## src/rtl/fifo_pkg.sv

```systemverilog
// Shared types and helpers for the FIFO read-side packer.
package fifo_pkg;

  localparam int FIFO_DATA_W = 16;

  typedef enum logic [1:0] {
    FILL       = 2'd0,
    FLUSH_WAIT = 2'd1,
    FLUSH_EMIT = 2'd2
  } pack_state_e;

  // Bits needed for a counter spanning 0..max_cnt inclusive.
  function automatic int lane_cnt_w(input int max_cnt);
    return (max_cnt < 1) ? 1 : $clog2(max_cnt + 1);
  endfunction

endpackage

```

## src/rtl/fifo_rd_out_reg.sv

```systemverilog
// Valid/ready output holding register for packed beats (data + keep).
module fifo_rd_out_reg #(
  parameter int DW = 32,
  parameter int KW = 2
) (
  input  logic          clk,
  input  logic          rst,
  input  logic          load,
  input  logic [DW-1:0] load_data,
  input  logic [KW-1:0] load_keep,
  output logic          can_load,
  output logic [DW-1:0] m_data,
  output logic [KW-1:0] m_keep,
  output logic          m_valid,
  input  logic          m_ready
);

  assign can_load = !m_valid || m_ready;

  // Data and keep only change on load, so they hold while stalled.
  always_ff @(posedge clk or posedge rst) begin
    if (rst) begin
      m_data  <= '0;
      m_keep  <= '0;
      m_valid <= 1'b0;
    end else if (load) begin
      m_data  <= load_data;
      m_keep  <= load_keep;
      m_valid <= 1'b1;
    end else if (m_ready) begin
      m_valid <= 1'b0;
    end
  end

endmodule

```

## src/rtl/fifo_rd_packer.sv

```systemverilog
// Drains a FIFO with credit-checked reads and packs RATIO words per output beat.
module fifo_rd_packer
  import fifo_pkg::*;
#(
  parameter int IN_W   = FIFO_DATA_W,
  parameter int RATIO  = 2,
  parameter int RD_LAT = 1
) (
  input  logic                  clk,
  input  logic                  rst,
  input  logic                  fifo_empty,
  input  logic                  fifo_underflow,
  input  logic [IN_W-1:0]       fifo_data_out,
  output logic                  fifo_rd_en,
  input  logic                  flush,
  output logic [IN_W*RATIO-1:0] m_data,
  output logic [RATIO-1:0]      m_keep,
  output logic                  m_valid,
  input  logic                  m_ready,
  output logic                  busy,
  output logic                  underflow_err
);

  localparam int CW = lane_cnt_w(RATIO);

  pack_state_e                  state;
  logic [CW-1:0]                lanes;
  logic [CW-1:0]                inflight;
  logic [CW-1:0]                lanes_eff;
  logic [RD_LAT-1:0]            vld_pipe;
  logic [RATIO-1:0][IN_W-1:0]   lane_q;
  logic [RATIO-1:0][IN_W-1:0]   load_data;
  logic [RATIO-1:0]             load_keep;
  logic                         flush_pend, land, can_load, xfer, emit, load;

  assign inflight   = CW'($countones(vld_pipe));
  assign flush_pend = (state != FILL);
  assign land       = vld_pipe[RD_LAT-1];
  assign xfer       = (lanes == CW'(RATIO)) && can_load;
  assign emit       = (state == FLUSH_EMIT) && can_load;
  assign load       = xfer || emit;

  // A full assembly leaving this cycle frees its lanes for an immediate re-read.
  assign lanes_eff  = xfer ? '0 : lanes;
  assign fifo_rd_en = !rst && !fifo_empty && !flush_pend &&
                      ((int'(lanes_eff) + int'(inflight)) < RATIO);

  assign busy = (lanes != '0) || (inflight != '0) || m_valid || flush_pend;

  // Lanes below the count are kept; the rest go out as zero.
  always_comb begin
    load_keep = '0;
    load_data = '0;
    for (int i = 0; i < RATIO; i++) begin
      load_keep[i] = xfer || (CW'(i) < lanes);
      load_data[i] = load_keep[i] ? lane_q[i] : '0;
    end
  end

  always_ff @(posedge clk or posedge rst) begin
    if (rst) begin
      state         <= FILL;
      lanes         <= '0;
      vld_pipe      <= '0;
      lane_q        <= '0;
      underflow_err <= 1'b0;
    end else begin
      vld_pipe <= RD_LAT'({vld_pipe, fifo_rd_en});
      if (fifo_underflow) underflow_err <= 1'b1;

      if (land) begin
        for (int i = 0; i < RATIO; i++)
          if (lanes == CW'(i)) lane_q[i] <= fifo_data_out;
      end

      if (load)      lanes <= '0;
      else if (land) lanes <= lanes + CW'(1);

      case (state)
        FILL:       if (flush) state <= FLUSH_WAIT;
        // A full assembly drains through the normal path before deciding.
        FLUSH_WAIT: if (inflight == '0 && lanes != CW'(RATIO))
                      state <= (lanes == '0) ? FILL : FLUSH_EMIT;
        FLUSH_EMIT: if (can_load) state <= FILL;
        default:    state <= FILL;
      endcase
    end
  end

  fifo_rd_out_reg #(.DW(IN_W*RATIO), .KW(RATIO)) u_out (
    .clk       (clk),
    .rst       (rst),
    .load      (load),
    .load_data (load_data),
    .load_keep (load_keep),
    .can_load  (can_load),
    .m_data    (m_data),
    .m_keep    (m_keep),
    .m_valid   (m_valid),
    .m_ready   (m_ready)
  );

  a_credit: assert property (@(posedge clk) disable iff (rst)
    (int'(lanes) + int'(inflight)) <= RATIO);

endmodule

```

## config.mk

```make
export PLATFORM = sky130hd
export DESIGN_NAME = fifo_rd_packer
export DESIGN_NICKNAME = d
export VERILOG_FILES = /design/src/rtl/fifo_pkg.sv /design/src/rtl/fifo_rd_out_reg.sv /design/src/rtl/fifo_rd_packer.sv
export SDC_FILE = /design/constraint.sdc
export NUM_CORES = 1
export LEC_CHECK = 0
export CAP_MARGIN = 5
export CELL_PAD_IN_SITES_DETAIL_PLACEMENT = 2
export CELL_PAD_IN_SITES_GLOBAL_PLACEMENT = 2
export CORE_AREA = 4 4 80 112
export DETAILED_ROUTE_END_ITERATION = 12
export DIE_AREA = 0 0 84 116
export GPL_ROUTABILITY_DRIVEN = 0
export PLACE_DENSITY_LB_ADDON = 0.1
export RECOVER_POWER = 25
export SLEW_MARGIN = 20
export SYNTH_ARGS = -nofsm -noshare
export SYNTH_HDL_FRONTEND = slang
export SYNTH_SLANG_ARGS = --single-unit
```

## constraint.sdc

```tcl
create_clock -name clk -period 4.5 [get_ports clk]
set_clock_uncertainty 0.1 [all_clocks]
set_input_delay 0.9 -clock clk [delete_from_list [all_inputs] [get_ports clk]]
set_output_delay 0.9 -clock clk [all_outputs]
set_load 0.02 [all_outputs]
```

==> out/results.ini, run 1 <==
[run_status]
status=completed

[run]
maxCapViolCount=0

[synthesis]
synthMuxAreaShare=0.197
syn-num-nets=224
synthFlopType=dfrtp_1
avgSynthCellArea_um2=15.1
synth_compound_area_frac=0.0709
ys_types=29
synth_edf_count=0
yosys.area_share.simple=0.0697
synthCells=198
yosys_warnings=0
synthAdderAreaFrac=0.0168
synthXorXnorAreaFrac=0.00294
ys_ff_latch=73
syn_area_um2=2980
ys_seq_area_frac=0.613
synth_top_family_by_area=multiplexers
async_reset_ff_frac=1.00

[final_layout]
nets=289
fillers=808
drive_above_1_share=0.254
area_delta_synth_final_pct=31.2
antennaDiodeCount=0
final_cells=370

[setup_path]
startpoint_type=input pin
rr_worst_depth=5
crit_slowest_cell=clkdlybuf4s50_1
endpoint_kind=output pin
critPathArrivalTime_ns=2.59
path_delay_family=buffers and inverters
cp_data_required_time_ns=3.50
critPathMaxFanout=2
critPathKind=in -> out
max_stage_delay_ns=0.62
crit_chain=dlygate4sd3_1 > or4_1 > nor2_1 > clkdlybuf4s50_1
critPathBufInv=2
worst-path-stages=4

[min_path]
min_path_type=reg -> reg
hold_depth=1

[global_routing]
antenna_found_initial=0
grt_max_degree=37
grt_usage=0.153
grt-ovfl-total=0
grt_pass1_wl_um=11400
grt_pass1_vias=2140

[placed_design]
dp_hpwl_um=4500
dp.cells=354
io_buffers=59

[sta]
max_freq_ghz=0.278
hold_viol=0
relSlewSlack=0.105
final.period_utilization=0.799
rsz0062_at_grt=false
period_needed_ns=3.59
tightestPinTransition_ns=1.34
setup_violations=0
tns_ns=0
slew_violations=0

[route]
first_pass_iters=3
via_per_inst=4.93
drc_errors=0
drt-total-wl_um=6700
via_count=1824
wire_per_inst_um=18.1
drt_iter0_drc=41
ant_nets=0

[clock_network]
cts_hold_buffers=0
clock-root-buffer=clkbuf_16
clkTransAtPathRegs_ns=0.05
clk_path_buf_depth=2
cts_setup_buffers=0
insertion_delay_ns=0.33
cts-buffers-inserted=9
cts_tree=done
cts_sinks=73
htreeDepth=3
cts.repair.resized=0

[floorplan]
io_pins=60
row_count=39
die_h_um=116
core_region_area_um2=8000
dieArea_um2=9740
initial_core_util=0.372
dieWidth_um=84

[power_and_ir_drop]
ir_drop_v=0.000319
power_density_nw_per_um2=771
leakage_nw=1.74

-- worst register-to-register path, delay by kind of cell (launching register included) --
kind / cells / cell delay, ns
AOI/OAI and AO/OA: 1 / 0.17
adders and majority gates: 1 / 0.31
buffers and inverters: 2 / 0.57
DFF: 1 / 0.42
muxes: 1 / 0.40
-- final cells by class --
cell class                      count  area [µm²]  area share
Clock buffer                       12         236      0.0605
Clock inverter                      4        20.0     0.00512
Inverter                            5        18.8     0.00480
Multi-Input combinational cell    112        1070       0.273
Sequential cell                    73        1830       0.467
Tap cell                          102         128      0.0327
Timing Repair Buffer               62         613       0.157
-- synthesized netlist by cell type, types with 2 or more instances --
master	instances	area, µm²
buf_4	6	45.0
mux2_4	10	150
inv_1	5	18.8
a22o_1	17	149
and2_1	2	12.5
ha_1	4	50.1
nor2b_1	15	93.8
dfrtp_1	73	1830
mux2_2	38	428
nor4_1	2	12.5
a21oi_1	2	10.0
and2b_1	2	15.0
nor2_1	3	11.3
nand2_1	4	15.0
-- worst paths after layout --
kind	from	endpoint	slack, ns
max	rst	fifo_rd_en	0.91
min	underflow_err$_DFFE_PP0P_	underflow_err$_DFFE_PP0P_	0.37
max reg2reg	lanes[0]$_DFFE_PP0P_	u_out.m_data[11]$_DFFE_PP0P_	2.41
min reg2reg	underflow_err$_DFFE_PP0P_	underflow_err$_DFFE_PP0P_	0.37
max in group asynchronous	rst	u_out.m_keep[0]$_DFFE_PP0P_	2.01
min in group asynchronous	rst	u_out.m_data[15]$_DFFE_PP0P_	1.32
-- report_power, final --
group / switching (W) / internal [W] / total [W]
clock network: 0.000254 / 0.000369 / 0.000624
registers: 0.000183 / 0.000965 / 0.00115
logic: 0.000563 / 0.000678 / 0.00124
total: 0.00100 / 0.00201 / 0.00301
-- metrics by stage --
stage               utilization  power, W  area (µm²)  setup WS [ns]  hold WS (ns)
global route              0.488   0.00323        3910          0.843         0.405
floorplan                     -   0.00196        2980           1.65         0.360
detailed placement        0.456   0.00243        3650          0.981         0.363
global placement          0.456   0.00238        3650          0.985         0.353
finish                    0.488   0.00301        3910          0.905         0.369
CTS                       0.488   0.00307        3910          0.978         0.376
-- state kept, by name (all words and copies together) (netlist names) --
register       flops
lanes              2
state              2
land               1
lane_q            32
u_out.m_valid      1
u_out.m_data      32
underflow_err      1
u_out.m_keep       2
-- cell usage in the layout (no fill, tap or decap) --
| cell type | synthesis | layout |
|---|---|---|
| a211oi_1 | 1 | 1 |
| a21o_1 | 1 | 1 |
| a21oi_1 | 2 | 2 |
| a21oi_4 | 1 | 1 |
| a22o_1 | 17 | 17 |
| and2_1 | 2 | 2 |
| and2b_1 | 2 | 2 |
| buf_4 | 6 | 3 |
| clkbuf_1 | 1 | 3 |
| clkbuf_16 | 0 | 9 |
| clkdlybuf4s50_1 | 0 | 55 |
| clkinv_2 | 0 | 4 |
| dfrtp_1 | 73 | 73 |
| dlygate4sd3_1 | 0 | 4 |
| ha_1 | 4 | 4 |
| inv_1 | 5 | 5 |
| mux2_2 | 38 | 38 |
| mux2_4 | 10 | 10 |
| mux2i_1 | 1 | 1 |
| nand2_1 | 4 | 4 |
| nand2b_1 | 1 | 1 |
| nand3b_1 | 1 | 1 |
| nor2_1 | 3 | 3 |
| nor2b_1 | 15 | 15 |
| nor2b_4 | 1 | 1 |
| nor4_1 | 2 | 2 |
| o21ai_0 | 1 | 1 |
| o21ai_4 | 1 | 1 |
| or2_2 | 1 | 1 |
| or3_1 | 1 | 1 |
| or4_1 | 1 | 1 |
| xor2_1 | 1 | 1 |
-- routing by layer --
layer	part of all wire	routed length (µm)	track usage	vias up
met5	0	0	0	-
met3	0.041	277	0.0434	10
met4	0.016	108	0.0644	0
met2	0.53	3530	0.261	36
li1	-	-	-	826
met1	0.42	2790	0.181	952
-- cells by family (layout without fill, tap and decap cells) --
group / after synthesis / count (layout)
flops: 73 / 73
mux: 49 / 49
fa+ha+maj: 4 / 4
simple gates: 34 / 34
compound gates: 24 / 24
buf+inv: 13 / 83
xor+xnor: 1 / 1
Note: power is estimated with default switching activity, not from simulation.
==> run 2, diff against run 1 <==
- CORE_AREA: 4 4 80 112 -> 4 4 83 117
- DIE_AREA: 0 0 84 116 -> 0 0 87 121
- clock period: 4.5 -> 3.6 ns (I/O delays scaled with it)
==> out/results.ini, run 2 (synthesis gave the netlist of run 1 again) <==
[sta]
setup_violations=0  ; unchanged
relSlewSlack=-0.00804  ; was 0.105
rsz0062_at_grt=false  ; unchanged
slew_violations=38  ; was 0
hold_viol=0  ; unchanged
tns_ns=0  ; unchanged
final.period_utilization=0.900
worst_slack_ns=0.359  ; was 0.905 ns
tightestPinTransition_ns=1.51  ; was 1.34 ns
period_needed_ns=3.24
max_freq_ghz=0.309

[placed_design]
dp_hpwl_um=4390  ; was 4500 µm
io_buffers=59  ; unchanged
place_ws_ns=0.434  ; was 0.981 ns

[power_and_ir_drop]
combPwrFrac=0.388  ; was 0.412
ir_drop_v=0.000364  ; was 0.000319 V
clkPwrFrac=0.254  ; was 0.207
p_int_w=0.00274  ; was 0.00201 W
switching_share=0.313  ; was 0.332
power_density_nw_per_um2=999  ; was 771 nW/µm²
leakage_nw=1.77  ; was 1.74 nW
totalPowerFinal_w=0.00399  ; was 0.00301 W
p_switching_w=0.00125  ; was 0.00100 W
seqPwrFrac=0.358  ; was 0.381

[final_layout]
area_delta_synth_final_pct=34.1  ; was 31.2%
drive_above_1_share=0.253  ; was 0.254
multi_input_area_um2=1070  ; unchanged
nets=288  ; was 289
mostFrequentLayoutCells=73 x dfrtp_1, 56 x clkdlybuf4s50_1, 38 x mux2_2  ; was 73 x dfrtp_1, 55 x clkdlybuf4s50_1, 38 x mux2_2
reg_top3=lane_q: 32 flops, u_out.m_data: 32 flops  ; unchanged
mostFrequentLayoutCell=dfrtp_1  ; unchanged
fillers=855  ; was 808
antennaDiodeCount=0  ; unchanged
seq_area_um2=1830  ; unchanged

[setup_path]
startpoint_type=input pin  ; unchanged
endpoint_kind=output pin  ; unchanged
critPathKind=in -> out  ; unchanged
critPathMaxFanout=2  ; unchanged
critPathArrivalTime_ns=2.42  ; was 2.59 ns
cp_data_required_time_ns=2.78  ; was 3.50 ns

[route]
drc_errors=0  ; unchanged
drt_iter0_drc=39  ; was 41
via_count=1837  ; was 1824
ant_nets=0  ; unchanged
drt-total-wl_um=6710  ; was 6700 µm
first_pass_iters=4  ; was 3
wire_per_inst_um=18.0  ; was 18.1 µm
via_per_inst=4.94  ; was 4.93

[clock_network]
cts_sinks=73  ; unchanged
cts.repair.resized=0  ; unchanged
insertion_delay_ns=0.33  ; about the same
clk_path_buf_depth=2  ; unchanged
clock-root-buffer=clkbuf_16  ; unchanged
cts-buffers-inserted=9  ; unchanged
cts_setup_buffers=0  ; unchanged
htreeDepth=3  ; unchanged
clkTransAtPathRegs_ns=0.06  ; was 0.05 ns
cts_tree=done  ; unchanged
cts_hold_buffers=0  ; unchanged

[run_status]
status=finished, violations left  ; was completed
violations=max-capacitance violations, max-slew violations

[global_routing]
antenna_found_initial=0  ; unchanged
grt_pass1_vias=2010  ; was 2140
grt_usage=0.140  ; was 0.153
grt-ovfl-total=0  ; unchanged
grt_max_degree=39  ; was 37
grt_pass1_wl_um=10900  ; was 11400 µm

[floorplan]
row_count=41  ; was 39
core_region_area_um2=8770  ; was 8000 µm²
io_pins=60  ; unchanged
initial_core_util=0.340  ; was 0.372
dieWidth_um=87  ; was 84 µm
die_h_um=121  ; was 116 µm
dieArea_um2=10500  ; was 9740 µm²

[run]
maxCapViolCount=1  ; was 0

[min_path]
min_path_type=reg -> reg  ; unchanged

## run 2: cell count changes in the layout (fill, tap and decap cells not counted), sizes merged
cell           change
buf                -1
clkbuf             -1
clkdlybuf4s50      +1
clkinv             -4
bufinv             +3
dlygate4sd3        -1
## run 2: power groups by stage
| stage | logic [W] | registers, W | clock network, W |
|---|---|---|---|
| floorplan | 0.000853 | 0.00159 | 0 |
| global placement | 0.00155 | 0.00144 | 0 |
| detailed placement | 0.00158 | 0.00145 | 0 |
| CTS | 0.00159 | 0.00144 | 0.00104 |
| global route | 0.00168 | 0.00149 | 0.00108 |
| finish | 0.00155 | 0.00143 | 0.00101 |
## run 2: stage by stage
step,instances,cell area [µm²],hold WS (ns),utilization
after global routing,372,4000,0.403,0.456
after global placement,358,3660,0.356,0.418
after detailed placement,358,3660,0.378,0.418
final,372,4000,0.385,0.456
after floorplan,198,2980,0.360,-
after CTS,372,4000,0.392,0.456
## run 2: worst paths after layout
path / from / slack (ns) / endpoint / depth (start not counted)
worst max-delay path: rst / 0.36 / fifo_rd_en / 4
worst min-delay path: lane_q[22]$_DFFE_PP0P_ / 0.39 / u_out.m_data[22]$_DFFE_PP0P_ / 1
worst max register to register: lanes[0]$_DFFE_PP0P_ / 1.18 / u_out.m_data[1]$_DFFE_PP0P_ / 5
worst min register to register: lane_q[22]$_DFFE_PP0P_ / 0.39 / u_out.m_data[22]$_DFFE_PP0P_ / 1
max in group asynchronous: rst / 1.28 / lane_q[3]$_DFFE_PP0P_ / 2
min in group asynchronous: rst / 1.21 / land$_DFF_PP0_ / 2
## run 2: final cells by class
| class | count | share of cell area |
|---|---|---|
| clock buffers | 11 | 0.0607 |
| clock inverters | 3 | 0.0225 |
| inverters | 5 | 0.00470 |
| multi-input cells | 112 | 0.267 |
| flip-flops and latches | 73 | 0.457 |
| well taps | 107 | 0.0335 |
| repair buffers | 61 | 0.155 |
## run 2: worst max-delay path, cell delays in order
cell	delay, ns
dlygate4sd3_1	0.55
or4_1	0.41
nor2_1	0.12
clkdlybuf4s50_1	0.61
## run 2: metal layers
metal | track usage | share of wire
met1 | 0.177 | 0.43
met2 | 0.211 | 0.50
met3 | 0.0380 | 0.052
met4 | 0.0819 | 0.024
met5 | 0 | 0
==> run 3, diff against run 2 <==
- ABC_CLOCK_PERIOD_IN_PS: default -> 3600
- SKIP_LAST_GASP: default -> 1
==> results of run 3 <==
No change in the layout: final DEF, timing and power equal those of run 2.
==> edit 1 (flow settings as in run 3) <==
Set the parameter `RD_LAT` to 2 (it was 1).
--- a/src/rtl/fifo_rd_packer.sv
+++ b/src/rtl/fifo_rd_packer.sv
@@ -4,7 +4,7 @@
 #(
   parameter int IN_W   = FIFO_DATA_W,
   parameter int RATIO  = 2,
-  parameter int RD_LAT = 1
+  parameter int RD_LAT = 2
 ) (
   input  logic                  clk,
   input  logic                  rst,
Function: changed (a bounded check fails within 4 cycles, from zero or initial values and one cycle with rst high).
==> edit 1 against run 3 <==
Area after synthesis grew 2.6%; wire length increased by 4.0%; setup slack worse by 0.28 ns; cell area up 2.4%; count of clock-buffer cells in the layout increased by 1; critical endpoint unchanged; total power shrank 1.1%; sequential cell count grew 1.
==> edit 1: results (changes against run 3) <==
dominant cells by area after synthesis -> sky130_fd_sc_hd__dfrtp_1 (61%), sky130_fd_sc_hd__mux2_2 (14%), sky130_fd_sc_hd__mux2_4 (4.9%)
Min-Delay Endpoint -> vld_pipe[1]$_DFF_PP0_
crit path max-delay cell type -> sky130_fd_sc_hd__fa_2
Final Cycle Share -> 0.978 (+0.0781)
Multi-In Gates -> 115 (+2.7%)
fraction of power consumed by combinational cells -> 0.422 (+0.034)
Synthesized Nets -> 233 (+4.0%)
switching power -> 1.32 mW (+5.5%)
post-placement cell area -> 0.00377 mm^2 (+2.9%)
total of cells resized after clock tree synthesis -> 10 (+10)
non-clock inverter count -> 7 (+2)
first-iteration detailed-routing DRC count -> 72 (+85%)
delay of the slowest critical-path stage -> 0.44 ns (-0.17 ns)
clock buffers -> 12 (+1)
gate family responsible for the most delay along the worst path -> simple AND/OR/NAND/NOR gates
synthesis-stage register bit count -> 74 (+1.4%)
Unique masters post-synth -> 32 (+10%)
clock share of power -> 0.212 (-0.042)
worst setup slack before clock tree synthesis -> -0.529 ns (-0.963 ns)
arrival time reported for the critical path endpoint -> 2.70 ns (+0.28 ns)
flop-to-flop setup slack -> 1.00 ns (-0.18 ns)
largest net degree at the start of global routing -> 33 (-15%)
peak supply drop -> 0.357 mV (-1.9%)
multi-input logic area -> 0.00116 mm^2 (+8.8%)
Post-DP HPWL -> 4660 um (+6.1%)
area taken by flip-flops and latches -> 0.00185 mm^2 (+1.4%)
leakage power -> 1.82 nW (+2.8%)
NonClk Buf Share -> 0.156 (+0.000945)
Worst-Margin Slew -> 1.43 ns (-0.0772 ns)
Clock-cell share -> 0.0691 (-0.0142)
status -> finished, final reports clean
first-pass GRT wire length -> 11600 um (+6.4%)
nonclk buf count -> 66 (+8.2%)
reg-to-reg critical path endpoint -> u_out.m_data[3]$_DFFE_PP0P_
leading cell types by count after synthesis -> sky130_fd_sc_hd__dfrtp_1 (74), sky130_fd_sc_hd__mux2_2 (38), sky130_fd_sc_hd__a22o_1 (17)
clock network power -> 836 uW (-17%)
number of cells after detailed placement -> 368 (+2.8%)
number of fill cells -> 841 (-1.6%)
Worst Hold Slack -> 0.308 ns (-0.0773 ns)
number of global-route vias before repair -> 2142 (+6.6%)
number of stages on the worst hold path -> 0 (-1)
final cell count without fillers -> 385 (+3.5%)
average via count per standard cell -> 4.92 (-0.38%)
total track usage -> 0.146 (+0.00608)
[edit 1: worst max path at each step]
stage                     depth (start not counted)          to    start
after floorplan                                   5  fifo_rd_en  m_ready
after global placement                            7  fifo_rd_en  m_ready
after detailed placement                          7  fifo_rd_en  m_ready
after CTS                                         7  fifo_rd_en  m_ready
after global routing                              7  fifo_rd_en  m_ready
final                                             7  fifo_rd_en  m_ready
[edit 1: cell families after synthesis]
logic type                 count (synthesis)  share of synthesized area
and+or+nand+nor                           34                     0.0703
AOI/OAI and AO/OA                         24                     0.0695
adders and majority gates                  7                     0.0311
xor gates and xnor gates                   1                    0.00286
buffers and inverters                     15                     0.0286
DFF                                       74                      0.605
muxes                                     49                      0.192
[edit 1: routing by layer]
metal	up-vias	track usage	wire [um]
li1	853	-	-
met1	994	0.190	2970
met2	39	0.226	3620
met3	8	0.0353	266
met4	0	0.0673	115
met5	-	0	0
==> edit 2 (flow settings as in run 3) <==
Made on the original files. The 3 states of `pack_state_e` get a one-hot encoding in 3 bits.
--- a/src/rtl/fifo_pkg.sv
+++ b/src/rtl/fifo_pkg.sv
@@ -3,10 +3,10 @@
 
   localparam int FIFO_DATA_W = 16;
 
-  typedef enum logic [1:0] {
-    FILL       = 2'd0,
-    FLUSH_WAIT = 2'd1,
-    FLUSH_EMIT = 2'd2
+  typedef enum logic [2:0] {
+    FILL       = 3'b001,
+    FLUSH_WAIT = 3'b010,
+    FLUSH_EMIT = 3'b100
   } pack_state_e;
 
   // Bits needed for a counter spanning 0..max_cnt inclusive.
Behaviour: same outputs for any inputs over 10 cycles, from zero or initial values and one cycle with rst high; not proved beyond that.
==> edit 2 against run 3 <==
The flow still finishes with violations (capacitance limit, slew limit); sequential cell count up 1; hold slack worse by 0.017 ns; wire length up 7.6%; clock power up 4%; area after synthesis up 7.3%; setup slack worse by 0.037 ns; global-route usage up 1.3 points; cell area up 5.1%; sequential share of layout area down 1.6 points; total power up 6.0%; count of clock-buffer cells in the layout unchanged; first-iteration DRC count up 21%; register-to-register slack better by 0.41 ns.
==> edit 2: results (changes against run 3) <==
first-iteration detailed-routing DRC count -> 47 (+21%)
final layout net count -> 329 (+14%)
number of cells after detailed placement -> 399 (+11%)
delay of the slowest critical-path stage -> 0.67 ns (+0.06 ns)
GRT met2 Usage -> 0.255 (+0.0437)
violated checks -> capacitance limit, slew limit
dominant cells by area after synthesis -> sky130_fd_sc_hd__dfrtp_1 (57%), sky130_fd_sc_hd__mux2_2 (13%), sky130_fd_sc_hd__mux2i_1 (5.6%)
sequential cell area fraction in the yosys report -> 0.579 (-0.0335)
status -> finished with violations
leading registers by flop count -> lane_q x32, u_out.m_data x32, state x3
Maximum Capacitance Violations -> 1 (unchanged)
Worst-Margin Slew -> 1.85 ns (+0.340 ns)
reg2reg path depth -> 4 (-1)
wire length on met2 -> 3840 um (+16%)
flop-to-flop setup slack -> 1.59 ns (+0.41 ns)
via count of the routed design -> 1976 (+7.6%)
met1 Use GR -> 0.180 (+0.00288)
number of global-route vias before repair -> 2291 (+14%)
launch point of the worst hold path -> underflow_err$_DFFE_PP0P_
leading cell types by count after synthesis -> sky130_fd_sc_hd__dfrtp_1 (73), sky130_fd_sc_hd__mux2_2 (38), sky130_fd_sc_hd__inv_1 (20), sky130_fd_sc_hd__nand2_1 (20), sky130_fd_sc_hd__mux2i_1 (18)
met3 WL post-DR -> 335 um (-4.0%)
reg-to-reg critical path endpoint -> lane_q[1]$_DFFE_PP0P_
Post-DP HPWL -> 4860 um (+11%)
wire length on met1 -> 2930 um (+1.9%)
fin. max-slew vios -> 42 (+11%)
-- edit 2: per-stage QoR --
step	util	instance area, um^2	setup WS (ns)
global placement	0.439	3850	0.443
floorplan	-	3200	0.900
CTS	0.479	4210	0.363
finish	0.479	4200	0.322
detailed placement	0.439	3850	0.368
global route	0.479	4200	0.155
-- edit 2: cell type report --
class                           instances  area, um^2  share of cell area
Timing Repair Buffer                   63         617               0.147
Inverter                               20        76.3              0.0182
Clock inverter                          5         100              0.0238
Tap cell                              107         134              0.0319
Multi-Input combinational cell        135        1170               0.278
Sequential cell                        74        1850               0.441
Clock buffer                           11         253              0.0602
-- edit 2: worst max path at each step --
| stage | startpoint | endpoint |
|---|---|---|
| after floorplan | rst | land$_DFF_PP0_ |
| after global placement | m_ready | fifo_rd_en |
| after detailed placement | m_ready | fifo_rd_en |
| after CTS | m_ready | fifo_rd_en |
| after global routing | m_ready | fifo_rd_en |
| final | m_ready | fifo_rd_en |
-- edit 2: power groups by stage --
stage	clock network (mW)	logic [mW]	registers [mW]
6_report	1.05	1.70	1.48
5_1_grt	1.11	1.87	1.54
4_1_cts	1.08	1.75	1.49
3_5_place_dp	0	1.74	1.50
3_3_place_gp	0	1.70	1.47
2_1_floorplan	0	0.937	1.66
-- edit 2: logic make-up (layout without fill, tap and decap cells) --
| logic type | count (synthesis) | count (layout) | synth area share |
|---|---|---|---|
| AOI/OAI and AO/OA | 7 | 7 | 0.0133 |
| xor gates and xnor gates | 1 | 1 | 0.00274 |
| muxes | 67 | 67 | 0.242 |
| DFF | 74 | 74 | 0.579 |
| and+or+nand+nor | 56 | 56 | 0.0916 |
| adders and majority gates | 4 | 4 | 0.0157 |
| buffers and inverters | 31 | 99 | 0.0556 |
